### config.mk
export PLATFORM = sky130hd
export DESIGN_NAME = hms_time_counter_flat
export DESIGN_NICKNAME = d
export VERILOG_FILES = /design/src/rtl/hms_time_counter_pkg.sv /design/src/rtl/hms_time_counter_if.sv /design/src/rtl/hms_time_counter_bcd_mod_counter.sv /design/src/rtl/hms_time_counter.sv /design/src/flat_wrapper.sv
export SDC_FILE = /design/constraint.sdc
export NUM_CORES = 1
export LEC_CHECK = 0
export ABC_AREA = 1
export ABC_CLOCK_PERIOD_IN_PS = 2150
export CORE_ASPECT_RATIO = 0.6
export CORE_MARGIN = 2
export CORE_UTILIZATION = 43
export CTS_CLUSTER_DIAMETER = 80
export DETAILED_ROUTE_END_ITERATION = 8
export PLACE_DENSITY = 0.68
export SYNTH_ARGS = -nofsm -noshare
export SYNTH_HDL_FRONTEND = slang
export SYNTH_SLANG_ARGS = --single-unit
### constraint.sdc
create_clock -name clk -period 2.15 [get_ports clk]
set_clock_uncertainty 0.1 [all_clocks]
set_input_delay 0.645 -clock clk [delete_from_list [all_inputs] [get_ports clk]]
set_output_delay 0.645 -clock clk [all_outputs]
set_load 0.1 [all_outputs]
### src/rtl/hms_time_counter_pkg.sv
// Shared definitions for the hours/minutes/seconds time-of-day counter.
//   mode_e         : mode FSM encoding, also the value driven on the mode output
//   *_MAX_BCD      : last legal packed-BCD value of the seconds/minutes fields
//   to_bcd         : converts a small integer (0..99) to packed {tens,ones} BCD
//   hr_mod_legal   : true for the supported hour moduli (12 and 24)
//   hr_max_bcd     : last legal hour value as packed BCD for a given modulus
package hms_time_counter_pkg;

    typedef enum logic [1:0] {
        MODE_RUN     = 2'b00,
        MODE_SET_HR  = 2'b01,
        MODE_SET_MIN = 2'b10,
        MODE_ILLEGAL = 2'b11
    } mode_e;

    localparam logic [7:0] SEC_MAX_BCD = 8'h59;
    localparam logic [7:0] MIN_MAX_BCD = 8'h59;

    function automatic logic [7:0] to_bcd(input int unsigned v);
        return {4'(v / 10), 4'(v % 10)};
    endfunction

    function automatic bit hr_mod_legal(input int unsigned m);
        return (m == 12) || (m == 24);
    endfunction

    function automatic logic [7:0] hr_max_bcd(input int unsigned m);
        return to_bcd(m - 1);
    endfunction

endpackage

### src/rtl/hms_time_counter_if.sv
// Signal bundle between the tick generator / button front end and the
// time counter, plus the counter's display-side outputs.
//   tick       : one-cycle 1 Hz pulse
//   mode_btn   : debounced level, rising edge advances the mode FSM
//   inc_btn    : debounced level, rising edge increments the selected field
//   sec_bcd    : seconds, packed BCD 00..59
//   min_bcd    : minutes, packed BCD 00..59
//   hr_bcd     : hours, packed BCD 00..HR_MOD-1
//   mode       : 00 RUN, 01 SET_HR, 10 SET_MIN
//   day_pulse  : one-cycle pulse on the last-second-of-day rollover
// master drives the inputs and observes the outputs; slave is the counter.
interface hms_time_counter_if;
    logic       tick;
    logic       mode_btn;
    logic       inc_btn;
    logic [7:0] sec_bcd;
    logic [7:0] min_bcd;
    logic [7:0] hr_bcd;
    logic [1:0] mode;
    logic       day_pulse;

    modport master (
        output tick, mode_btn, inc_btn,
        input  sec_bcd, min_bcd, hr_bcd, mode, day_pulse
    );

    modport slave (
        input  tick, mode_btn, inc_btn,
        output sec_bcd, min_bcd, hr_bcd, mode, day_pulse
    );
endinterface

### src/rtl/hms_time_counter_bcd_mod_counter.sv
// Two-digit packed-BCD counter that wraps after MAX_BCD.
//   clk, reset : clock and synchronous active-high reset (value -> 00)
//   inc        : advance by one this cycle
//   clr        : load 00 this cycle (wins over inc)
//   value      : registered {tens,ones} BCD value
//   wrap       : combinational, high when inc is asserted while value == MAX_BCD
module bcd_mod_counter #(
    parameter logic [7:0] MAX_BCD = 8'h59
) (
    input  logic       clk,
    input  logic       reset,
    input  logic       inc,
    input  logic       clr,
    output logic [7:0] value,
    output logic       wrap
);

    logic [7:0] value_d;

    assign wrap = inc && (value == MAX_BCD);

    always_comb begin
        value_d = value;
        if (clr) begin
            value_d = 8'h00;
        end else if (inc) begin
            // The packed compare is numeric for legal digits; any corrupt value
            // (ones digit > 9, or beyond the modulus) also lands here and recovers to 00.
            if ((value[3:0] > 4'd9) || (value >= MAX_BCD)) begin
                value_d = 8'h00;
            end else if (value[3:0] == 4'd9) begin
                value_d = {value[7:4] + 4'd1, 4'd0};
            end else begin
                value_d = {value[7:4], value[3:0] + 4'd1};
            end
        end
    end

    always_ff @(posedge clk) begin
        if (reset) begin
            value <= 8'h00;
        end else begin
            value <= value_d;
        end
    end

endmodule

### src/rtl/hms_time_counter.sv
// Time-of-day counter: seconds/minutes/hours in packed BCD advanced by the
// 1 Hz tick, with a RUN / SET_HR / SET_MIN mode FSM driven by two buttons.
//   clk    : system clock
//   reset  : synchronous, active-high
//   bus    : hms_time_counter_if.slave (tick, buttons in; BCD fields, mode,
//            day_pulse out)
// Priority in one cycle is mode edge > inc edge > tick; whichever loses is
// dropped, not deferred.
module hms_time_counter
    import hms_time_counter_pkg::*;
#(
    parameter int unsigned HR_MOD = 24
) (
    input  logic                  clk,
    input  logic                  reset,
    hms_time_counter_if.slave     bus
);

    if (!hr_mod_legal(HR_MOD)) begin : g_hr_mod_check
        $error("hms_time_counter: HR_MOD must be 12 or 24");
    end

    localparam logic [7:0] HR_MAX_BCD = hr_max_bcd(HR_MOD);

    // Button history starts at 1 so a button already held when reset is
    // released does not register as a press.
    logic mode_btn_q;
    logic inc_btn_q;
    logic mode_edge;
    logic inc_edge;

    always_ff @(posedge clk) begin
        if (reset) begin
            mode_btn_q <= 1'b1;
            inc_btn_q  <= 1'b1;
        end else begin
            mode_btn_q <= bus.mode_btn;
            inc_btn_q  <= bus.inc_btn;
        end
    end

    assign mode_edge = bus.mode_btn & ~mode_btn_q;
    assign inc_edge  = bus.inc_btn  & ~inc_btn_q;

    // Mode FSM: the registered state is the mode output.
    mode_e state_q;
    mode_e state_d;

    always_ff @(posedge clk) begin
        if (reset) begin
            state_q <= MODE_RUN;
        end else begin
            state_q <= state_d;
        end
    end

    logic sec_inc;
    logic sec_clr;
    logic min_inc;
    logic hr_inc;
    logic sec_wrap;
    logic min_wrap;
    logic hr_wrap;
    logic day_pulse_d;

    always_comb begin
        state_d     = state_q;
        sec_inc     = 1'b0;
        sec_clr     = 1'b0;
        min_inc     = 1'b0;
        hr_inc      = 1'b0;
        day_pulse_d = 1'b0;
        case (state_q)
            MODE_RUN: begin
                if (mode_edge) begin
                    state_d = MODE_SET_HR;
                    sec_clr = 1'b1;
                end else begin
                    sec_inc = bus.tick;
                end
                // Carry chain; the wrap flags are already gated by each stage's inc.
                min_inc     = sec_wrap;
                hr_inc      = min_wrap;
                day_pulse_d = hr_wrap;
            end
            MODE_SET_HR: begin
                if (mode_edge) begin
                    state_d = MODE_SET_MIN;
                end else begin
                    hr_inc = inc_edge;
                end
            end
            MODE_SET_MIN: begin
                if (mode_edge) begin
                    state_d = MODE_RUN;
                end else begin
                    min_inc = inc_edge;
                end
            end
            default: begin
                state_d = MODE_RUN;
            end
        endcase
    end

    logic [7:0] sec_val;
    logic [7:0] min_val;
    logic [7:0] hr_val;

    bcd_mod_counter #(.MAX_BCD(SEC_MAX_BCD)) u_sec (
        .clk   (clk),
        .reset (reset),
        .inc   (sec_inc),
        .clr   (sec_clr),
        .value (sec_val),
        .wrap  (sec_wrap)
    );

    bcd_mod_counter #(.MAX_BCD(MIN_MAX_BCD)) u_min (
        .clk   (clk),
        .reset (reset),
        .inc   (min_inc),
        .clr   (1'b0),
        .value (min_val),
        .wrap  (min_wrap)
    );

    bcd_mod_counter #(.MAX_BCD(HR_MAX_BCD)) u_hr (
        .clk   (clk),
        .reset (reset),
        .inc   (hr_inc),
        .clr   (1'b0),
        .value (hr_val),
        .wrap  (hr_wrap)
    );

    logic day_pulse_q;

    always_ff @(posedge clk) begin
        if (reset) begin
            day_pulse_q <= 1'b0;
        end else begin
            day_pulse_q <= day_pulse_d;
        end
    end

    assign bus.sec_bcd   = sec_val;
    assign bus.min_bcd   = min_val;
    assign bus.hr_bcd    = hr_val;
    assign bus.mode      = state_q;
    assign bus.day_pulse = day_pulse_q;

endmodule

### src/flat_wrapper.sv
// flat-port wrapper written by rule: the top's interface ports become plain ports
module hms_time_counter_flat import hms_time_counter_pkg::*;
#(
    parameter int unsigned HR_MOD = 24
)
  (clk, reset, bus_tick, bus_mode_btn, bus_inc_btn, bus_sec_bcd, bus_min_bcd, bus_hr_bcd, bus_mode, bus_day_pulse);
  hms_time_counter_if bus_i ();
  input  logic clk;
  input  logic reset;
  input wire logic [$bits(bus_i.tick)-1:0] bus_tick;
  input wire logic [$bits(bus_i.mode_btn)-1:0] bus_mode_btn;
  input wire logic [$bits(bus_i.inc_btn)-1:0] bus_inc_btn;
  output wire logic [$bits(bus_i.sec_bcd)-1:0] bus_sec_bcd;
  output wire logic [$bits(bus_i.min_bcd)-1:0] bus_min_bcd;
  output wire logic [$bits(bus_i.hr_bcd)-1:0] bus_hr_bcd;
  output wire logic [$bits(bus_i.mode)-1:0] bus_mode;
  output wire logic [$bits(bus_i.day_pulse)-1:0] bus_day_pulse;
  assign bus_i.tick = bus_tick;
  assign bus_i.mode_btn = bus_mode_btn;
  assign bus_i.inc_btn = bus_inc_btn;
  assign bus_sec_bcd = bus_i.sec_bcd;
  assign bus_min_bcd = bus_i.min_bcd;
  assign bus_hr_bcd = bus_i.hr_bcd;
  assign bus_mode = bus_i.mode;
  assign bus_day_pulse = bus_i.day_pulse;
  hms_time_counter #(.HR_MOD(HR_MOD)) u_core (.clk(clk), .reset(reset), .bus(bus_i));
endmodule
==> results.md, run 1 <==
* Leading area contributor after synthesis: dfxtp_1
* Post-route ant nets at 0
* TritonCTS clock tree: yes
* Mapped Area at 0.00149 mm2
* Crit path kind: primary input to register
* Slew Limit Fails at 0
* Buf/Inv on CP at 1
* Synth unique cells at 25
* Hold Startpoint: u_core.u_hr.value[6]
* DRT Pass-1 Iters at 4
* Top Ports at 32
* Antenna cells at 0
* Share of synthesized cell area in full adder, half adder and majority cells at 0.0505
* Global-route wire length before repair at 5.78 mm
* WL/cell at 11.6 um
* Outcome: completed
* Via Count at 1428
* Final cycle utilization of the critical path at 0.904
* Worst Hold Path EP: u_core.u_hr.value[6]
* Number of port buffers at 31
* Total wire length at 3.46 mm
* Ys flop type: dfxtp_1
* Antenna violations before repair at 0
* Slew HR at 0.774
* Post-DP HPWL at 2.73 mm
* Path depth of the worst reg2reg path at 10
* Fmax at 515 MHz
* Top cell type's share of synthesized area at 0.391
* Total global routing overflow at 0
* Clock sink count at 29
* Setup Viol. Count Final at 0
* Combinational family with the most area after synthesis: simple AND/OR/NAND/NOR gates
* Post-layout minimum cycle time at 1940 ps
* DIE AREA at 0.00396 mm2
* Fraction of layout cells with a size suffix above 1 at 0.236
* Routed vias/inst at 4.78
* Startpoint Class: primary input
* PwrDens at 487 mW/mm2
* Final-stage net count at 264
* Sequential fraction of the synthesis area at 0.391
* R2r setup slk at 470 ps
* Die Height at 49.5 um
* Critical path cell sequence: clkdlybuf4s50_1 -> nand2_1 -> nand2_1 -> nor2_4 -> nand2_2 -> nand2_4 -> nand2_2 -> nand2_4 -> nand2_2 -> nand2_1 -> nor2_1
* Simple-gate area share of the yosys netlist at 0.352
* Tightest Pin Transition at 337 ps
* Root Driver: clkbuf_8
* Synth top area cells: dfxtp_1 (39%), nand2_1 (9.9%), inv_1 (8.3%), nor2_1 (7.1%), ha_1 (5.1%)
* Area growth syn-to-layout at 51.7%
* Syn_area_per_cell at 7.07 um2
* Final setup margin at 207 ps
* Multiplexer share of the synthesized area at 0
* Count leader, synth: nand2_1
* Later-pin clock latency in the skew report at 290 ps
* Chip Width at 79.9 um
* Gpl congestion at 0.832
* Syn Inst Count at 210
* CTS max path bufs at 2
* Row count at 16
* Synth Area in Compound Gates at 0.104
* CTS Hold Bufs at 0
* RSZ-0062 raised after global routing: false
* Setup repair bufs after CTS at 0
* Peak supply drop at 281 uV
* Number of remaining DRC errors at 0
* Worst hold-check path type: register to register
* CP Capture Type: register
* Syn_nets at 221
* LEAKAGE at 0.946 nW
* Req. time, crit path at 2230 ps
* Gr usage total at 0.193
* Max-cap violations at 0
* Ys Warns at 0
* Dpl ws at -83.3 ps
* RR Startpoint: u_core.u_hr.value[4]
* Critical Path AT at 2030 ps
* Core area at 0.00328 mm2
* Vias in the first global route at 1236
* Largest net degree at the start of global routing at 12
* Worst Hold Depth at 2
* Clock slew at reported path FFs at 60 ps
* Cell family with most CP delay: simple AND/OR/NAND/NOR gates
* Fraction of registers with async set/reset at 0
* Hold Fails Final Rpt at 0
* Total power draw at 1.10 mW
* Slowest CP cell: clkdlybuf4s50_1
* Commonest cells in the netlist: nand2_1 (39), inv_1 (33), dfxtp_1 (29)
* TritonCTS buffer count at 5
* Post-synthesis xor/xnor area fraction at 0.0118
* Initial core utilization at 0.452
* H-Tree Depth at 2
* Max incr delay on CP at 420 ps
* Starting DRT DRC Count at 93
* Worst-path fanout max at 8
* CTS resizes at 0
* RR Endpoint: u_core.u_hr.value[1]
* Number of synthesized register bits at 29
* EDFF count, synth at 0
==> worst max path at each step <==
stage	start	end	slack (ps)	cells past startpoint
after global routing	bus_mode_btn	u_core.u_hr.value[3]	90	9
after CTS	bus_mode_btn	u_core.u_hr.value[3]	210	11
after floorplan	u_core.u_hr.value[4]	u_core.u_hr.value[4]	10	10
after detailed placement	bus_mode_btn	u_core.u_hr.value[3]	-80	11
final	bus_mode_btn	u_core.u_hr.value[3]	210	11
after global placement	bus_mode_btn	u_core.u_hr.value[3]	-30	9
==> worst reg2reg max path: cells and delay by family (launching register included) <==
family                     cells  cell delay [ps]
DFF                            1              460
AOI/OAI and AO/OA              2              240
and+or+nand+nor                5              500
adders and majority gates      1              200
buffers and inverters          2              120
==> power breakdown <==
group / total, mW / internal (mW) / switching [mW]
sequential: 0.552 / 0.543 / 0.00864
clock: 0.437 / 0.224 / 0.214
combinational: 0.107 / 0.0403 / 0.0668
==> cell type report <==
type | count | area [um2]
well taps | 45 | 56.3
clock buffers | 6 | 72.6
fillers | 259 | 1030
repair buffers | 38 | 633
multi-input cells | 145 | 769
inverters | 34 | 128
flip-flops and latches | 29 | 584
clock inverters | 2 | 10.0
==> sequential cells by signal (all words and copies together), names as in the netlist <==
register and cells:
u_core.bus.mode 2, u_core.bus.day_pulse 1, u_core.inc_btn_q 1, u_core.u_sec.value 8
u_core.u_min.value 8, u_core.mode_btn_q 1, u_core.u_hr.value 8
==> through the flow <==
step	cells	area, um2	hold WS [ps]	TNS (ps)	utilization
global route	299	2250	404	0	0.686
CTS	299	2250	388	0	0.686
floorplan	210	1490	476	0	-
global placement	291	2170	371	-109	0.661
finish	299	2250	382	0	0.686
detailed placement	291	2170	378	-475	0.661
==> layer usage <==
layer	part of all wire	global-route usage
met2	0.36	0.221
met3	0.075	0.0586
met5	0	0
met1	0.55	0.312
met4	0.018	0.0847
==> layout by cell type (no fill, tap or decap), drive strengths merged <==
cell type,count
nand3,13
nor3,8
o21a,1
nand3b,2
a21oi,12
clkinv,2
nand4,3
clkdlybuf4s50,4
buf,34
inv,34
xnor2,2
clkbuf,6
o21ai,16
nor4,1
ha,6
nand2,45
a31oi,1
or2,1
nor2,34
dfxtp,29
==> logic make-up after synthesis <==
logic type | count (synthesis)
AND/OR/NAND/NOR | 107
flip-flops | 29
buffers and inverters | 36
XOR/XNOR | 2
AO/OA/AOI/OAI | 30
adder cells (fa/ha/maj) | 6
No activity file was read; power rests on OpenSTA's default activity.
==> inputs of run 2 (changes only) <==
--- a/config.mk
+++ b/config.mk
@@ -12,6 +12,7 @@
 export CORE_UTILIZATION = 43
 export CTS_CLUSTER_DIAMETER = 80
 export DETAILED_ROUTE_END_ITERATION = 8
+export GPL_TIMING_DRIVEN = 0
 export PLACE_DENSITY = 0.68
 export SYNTH_ARGS = -nofsm -noshare
 export SYNTH_HDL_FRONTEND = slang
==> results.md, run 2 (synthesis results as in run 1) <==
* Post-layout util at 0.603 (was 0.686)
* Post-DP HPWL at 2.51 mm (was 2.73 mm)
* Buf/Inv on CP at 1 (unchanged)
* Root Driver: clkbuf_8 (unchanged)
* Global-route wire length before repair at 5.65 mm (was 5.78 mm)
* Worst-path fanout max at 5 (was 8)
* Most common cell after layout, fill and taps aside: nand2_1 (unchanged)
* PwrDens at 572 mW/mm2 (was 487 mW/mm2)
* Post-layout minimum cycle time at 2060 ps (was 1940 ps)
* Largest regs: u_core.u_hr.value: 8 flops, u_core.u_min.value: 8 flops, u_core.u_sec.value: 8 flops (unchanged)
* Gpl congestion at 0.801 (was 0.832)
* RR Endpoint: u_core.u_sec.value[0] (was u_core.u_hr.value[1])
* Clock sink count at 29 (unchanged)
* Later-pin clock latency in the skew report at 280 ps (was 290 ps)
* RR Startpoint: u_core.u_sec.value[5] (was u_core.u_hr.value[4])
* Chip Width at 79.9 um (unchanged)
* Final cycle utilization of the critical path at 0.960 (was 0.904)
* Setup repair bufs after CTS at 0 (unchanged)
* Antenna violations before repair at 0 (unchanged)
* Routed vias/inst at 4.90 (was 4.78)
* Hold slack at 347 ps (was 382 ps)
* Worst hold-check path type: register to register (unchanged)
* Slew Limit Fails at 0 (unchanged)
* Total wire length at 3.34 mm (was 3.46 mm)
* DRT Pass-1 Iters at 4 (unchanged)
* Largest net degree at the start of global routing at 11 (was 12)
* Critical path cell sequence: clkdlybuf4s15_2 (was clkdlybuf4s50_1 -> nand2_1 -> nand2_1 -> nor2_4 -> nand2_2 -> nand2_4 -> nand2_2 -> nand2_4 -> nand2_2 -> nand2_1 -> nor2_1)
* Antenna cells at 0 (unchanged)
* Outcome: completed (unchanged)
* Total global routing overflow at 0 (unchanged)
* Die Height at 49.5 um (unchanged)
* Gr usage total at 0.184 (was 0.193)
* CTS max path bufs at 2 (unchanged)
* Core area at 0.00328 mm2 (unchanged)
* Critical Path End: bus_mode[1] (was u_core.u_hr.value[3])
* DIE AREA at 0.00396 mm2 (unchanged)
* Tightest Pin Transition at 554 ps (was 337 ps)
* # fillers at 307 (was 259)
* Most frequent cells in the layout: nand2_1 (37), inv_1 (33), nor2_1 (28) (was nand2_1 (39), inv_1 (33), nor2_1 (28))
* Cell family with most CP delay: buffers and inverters (was simple AND/OR/NAND/NOR gates)
* Initial core utilization at 0.452 (unchanged)
* Row count at 16 (unchanged)
* Peak supply drop at 377 uV (was 281 uV)
* TritonCTS buffer count at 5 (unchanged)
* RSZ-0062 raised after global routing: false (unchanged)
* Placed cell count at 285 (was 291)
* Max-cap violations at 0 (unchanged)
* CP Capture Type: output port (was register)
* Vias in the first global route at 1260 (was 1236)
* CP Depth at 1 (was 11)
* H-Tree Depth at 2 (unchanged)
* LEAKAGE at 0.803 nW (was 0.946 nW)
* WL/cell at 11.4 um (was 11.6 um)
* Via Count at 1435 (was 1428)
* Area growth syn-to-layout at 33.3% (was 51.7%)
* Fmax at 485 MHz (was 515 MHz)
* Startpoint Class: register (was primary input)
* Hold Fails Final Rpt at 0 (unchanged)
* Starting DRT DRC Count at 158 (was 93)
* Top Ports at 32 (unchanged)
* Number of port buffers at 30 (was 31)
* Setup crit start: u_core.bus.mode[1] (was bus_mode_btn)
* Slew HR at 0.633 (was 0.774)
* Req. time, crit path at 1400 ps (was 2230 ps)
* R2r setup slk at 440 ps (was 470 ps)
* Post-route ant nets at 0 (unchanged)
* Final-stage net count at 258 (was 264)
* Non-Filler Instances at 293 (was 299)
* TritonCTS clock tree: yes (unchanged)
* Slowest CP cell: clkdlybuf4s15_2 (was clkdlybuf4s50_1)
* Crit path kind: register to output port (was primary input to register)
* Clock slew at reported path FFs at 60 ps (about the same)
* Setup Viol. Count Final at 0 (unchanged)
* Max incr delay on CP at 600 ps (was 420 ps)
* Number of remaining DRC errors at 0 (unchanged)
* Critical Path AT at 1320 ps (was 2030 ps)
* Fraction of layout cells with a size suffix above 1 at 0.226 (was 0.236)
* Path depth of the worst reg2reg path at 7 (was 10)
-- run 2: through the flow --
| stage | setup WS, ps | power [mW] | cell area (um2) | TNS [ps] |
|---|---|---|---|---|
| 4_1_cts | 1.05 | 1.14 | 1980 | 0 |
| 3_3_place_gp | -241 | 0.649 | 1850 | -5810 |
| 5_1_grt | 12.8 | 1.17 | 1980 | 0 |
| 2_1_floorplan | 9.61 | 0.625 | 1490 | 0 |
| 6_report | 86.7 | 1.13 | 1980 | 0 |
| 3_5_place_dp | -214 | 0.649 | 1850 | -5220 |
-- run 2: cell type report --
type	count	area (um2)	area share
inverters	34	128	0.0645
clock inverters	1	5.00	0.00253
flip-flops and latches	29	584	0.295
well taps	45	56.3	0.0284
clock buffers	7	96.3	0.0487
plain buffers	2	7.51	0.00379
repair buffers	30	328	0.166
multi-input cells	145	774	0.391
-- run 2: where the power goes --
| part | total [mW] | internal, mW | switching (mW) |
|---|---|---|---|
| clock | 0.494 | 0.289 | 0.206 |
| sequential | 0.550 | 0.543 | 0.00627 |
| combinational | 0.0879 | 0.0224 | 0.0655 |
| total | 1.13 | 0.855 | 0.277 |
-- run 2: what timing repair did --
item / in CTS / in global routing
setup endpoints to repair: 27 / 7
resized for setup: 80 / 3
hold buffers: 0 / 0
-- run 2: how the worst min path moves through the flow --
stage               cells past startpoint            startpoint  slack, ps                    to
finish                                  2  u_core.u_hr.value[6]        350  u_core.u_hr.value[6]
global route                            2  u_core.u_hr.value[7]        380  u_core.u_hr.value[7]
CTS                                     2  u_core.u_hr.value[6]        350  u_core.u_hr.value[6]
detailed placement                      2  u_core.u_hr.value[6]        340  u_core.u_hr.value[6]
global placement                        2  u_core.u_hr.value[6]        330  u_core.u_hr.value[6]
floorplan                               4     u_core.mode_btn_q        480    u_core.bus.mode[1]
-- run 2: routing by layer --
metal | routed length, um | track usage | vias up
met5 | 0 | 0 | -
met4 | 19 | 0.0452 | 0
met1 | 1770 | 0.271 | 646
met3 | 258 | 0.0586 | 2
met2 | 1290 | 0.261 | 48
li1 | - | - | 739
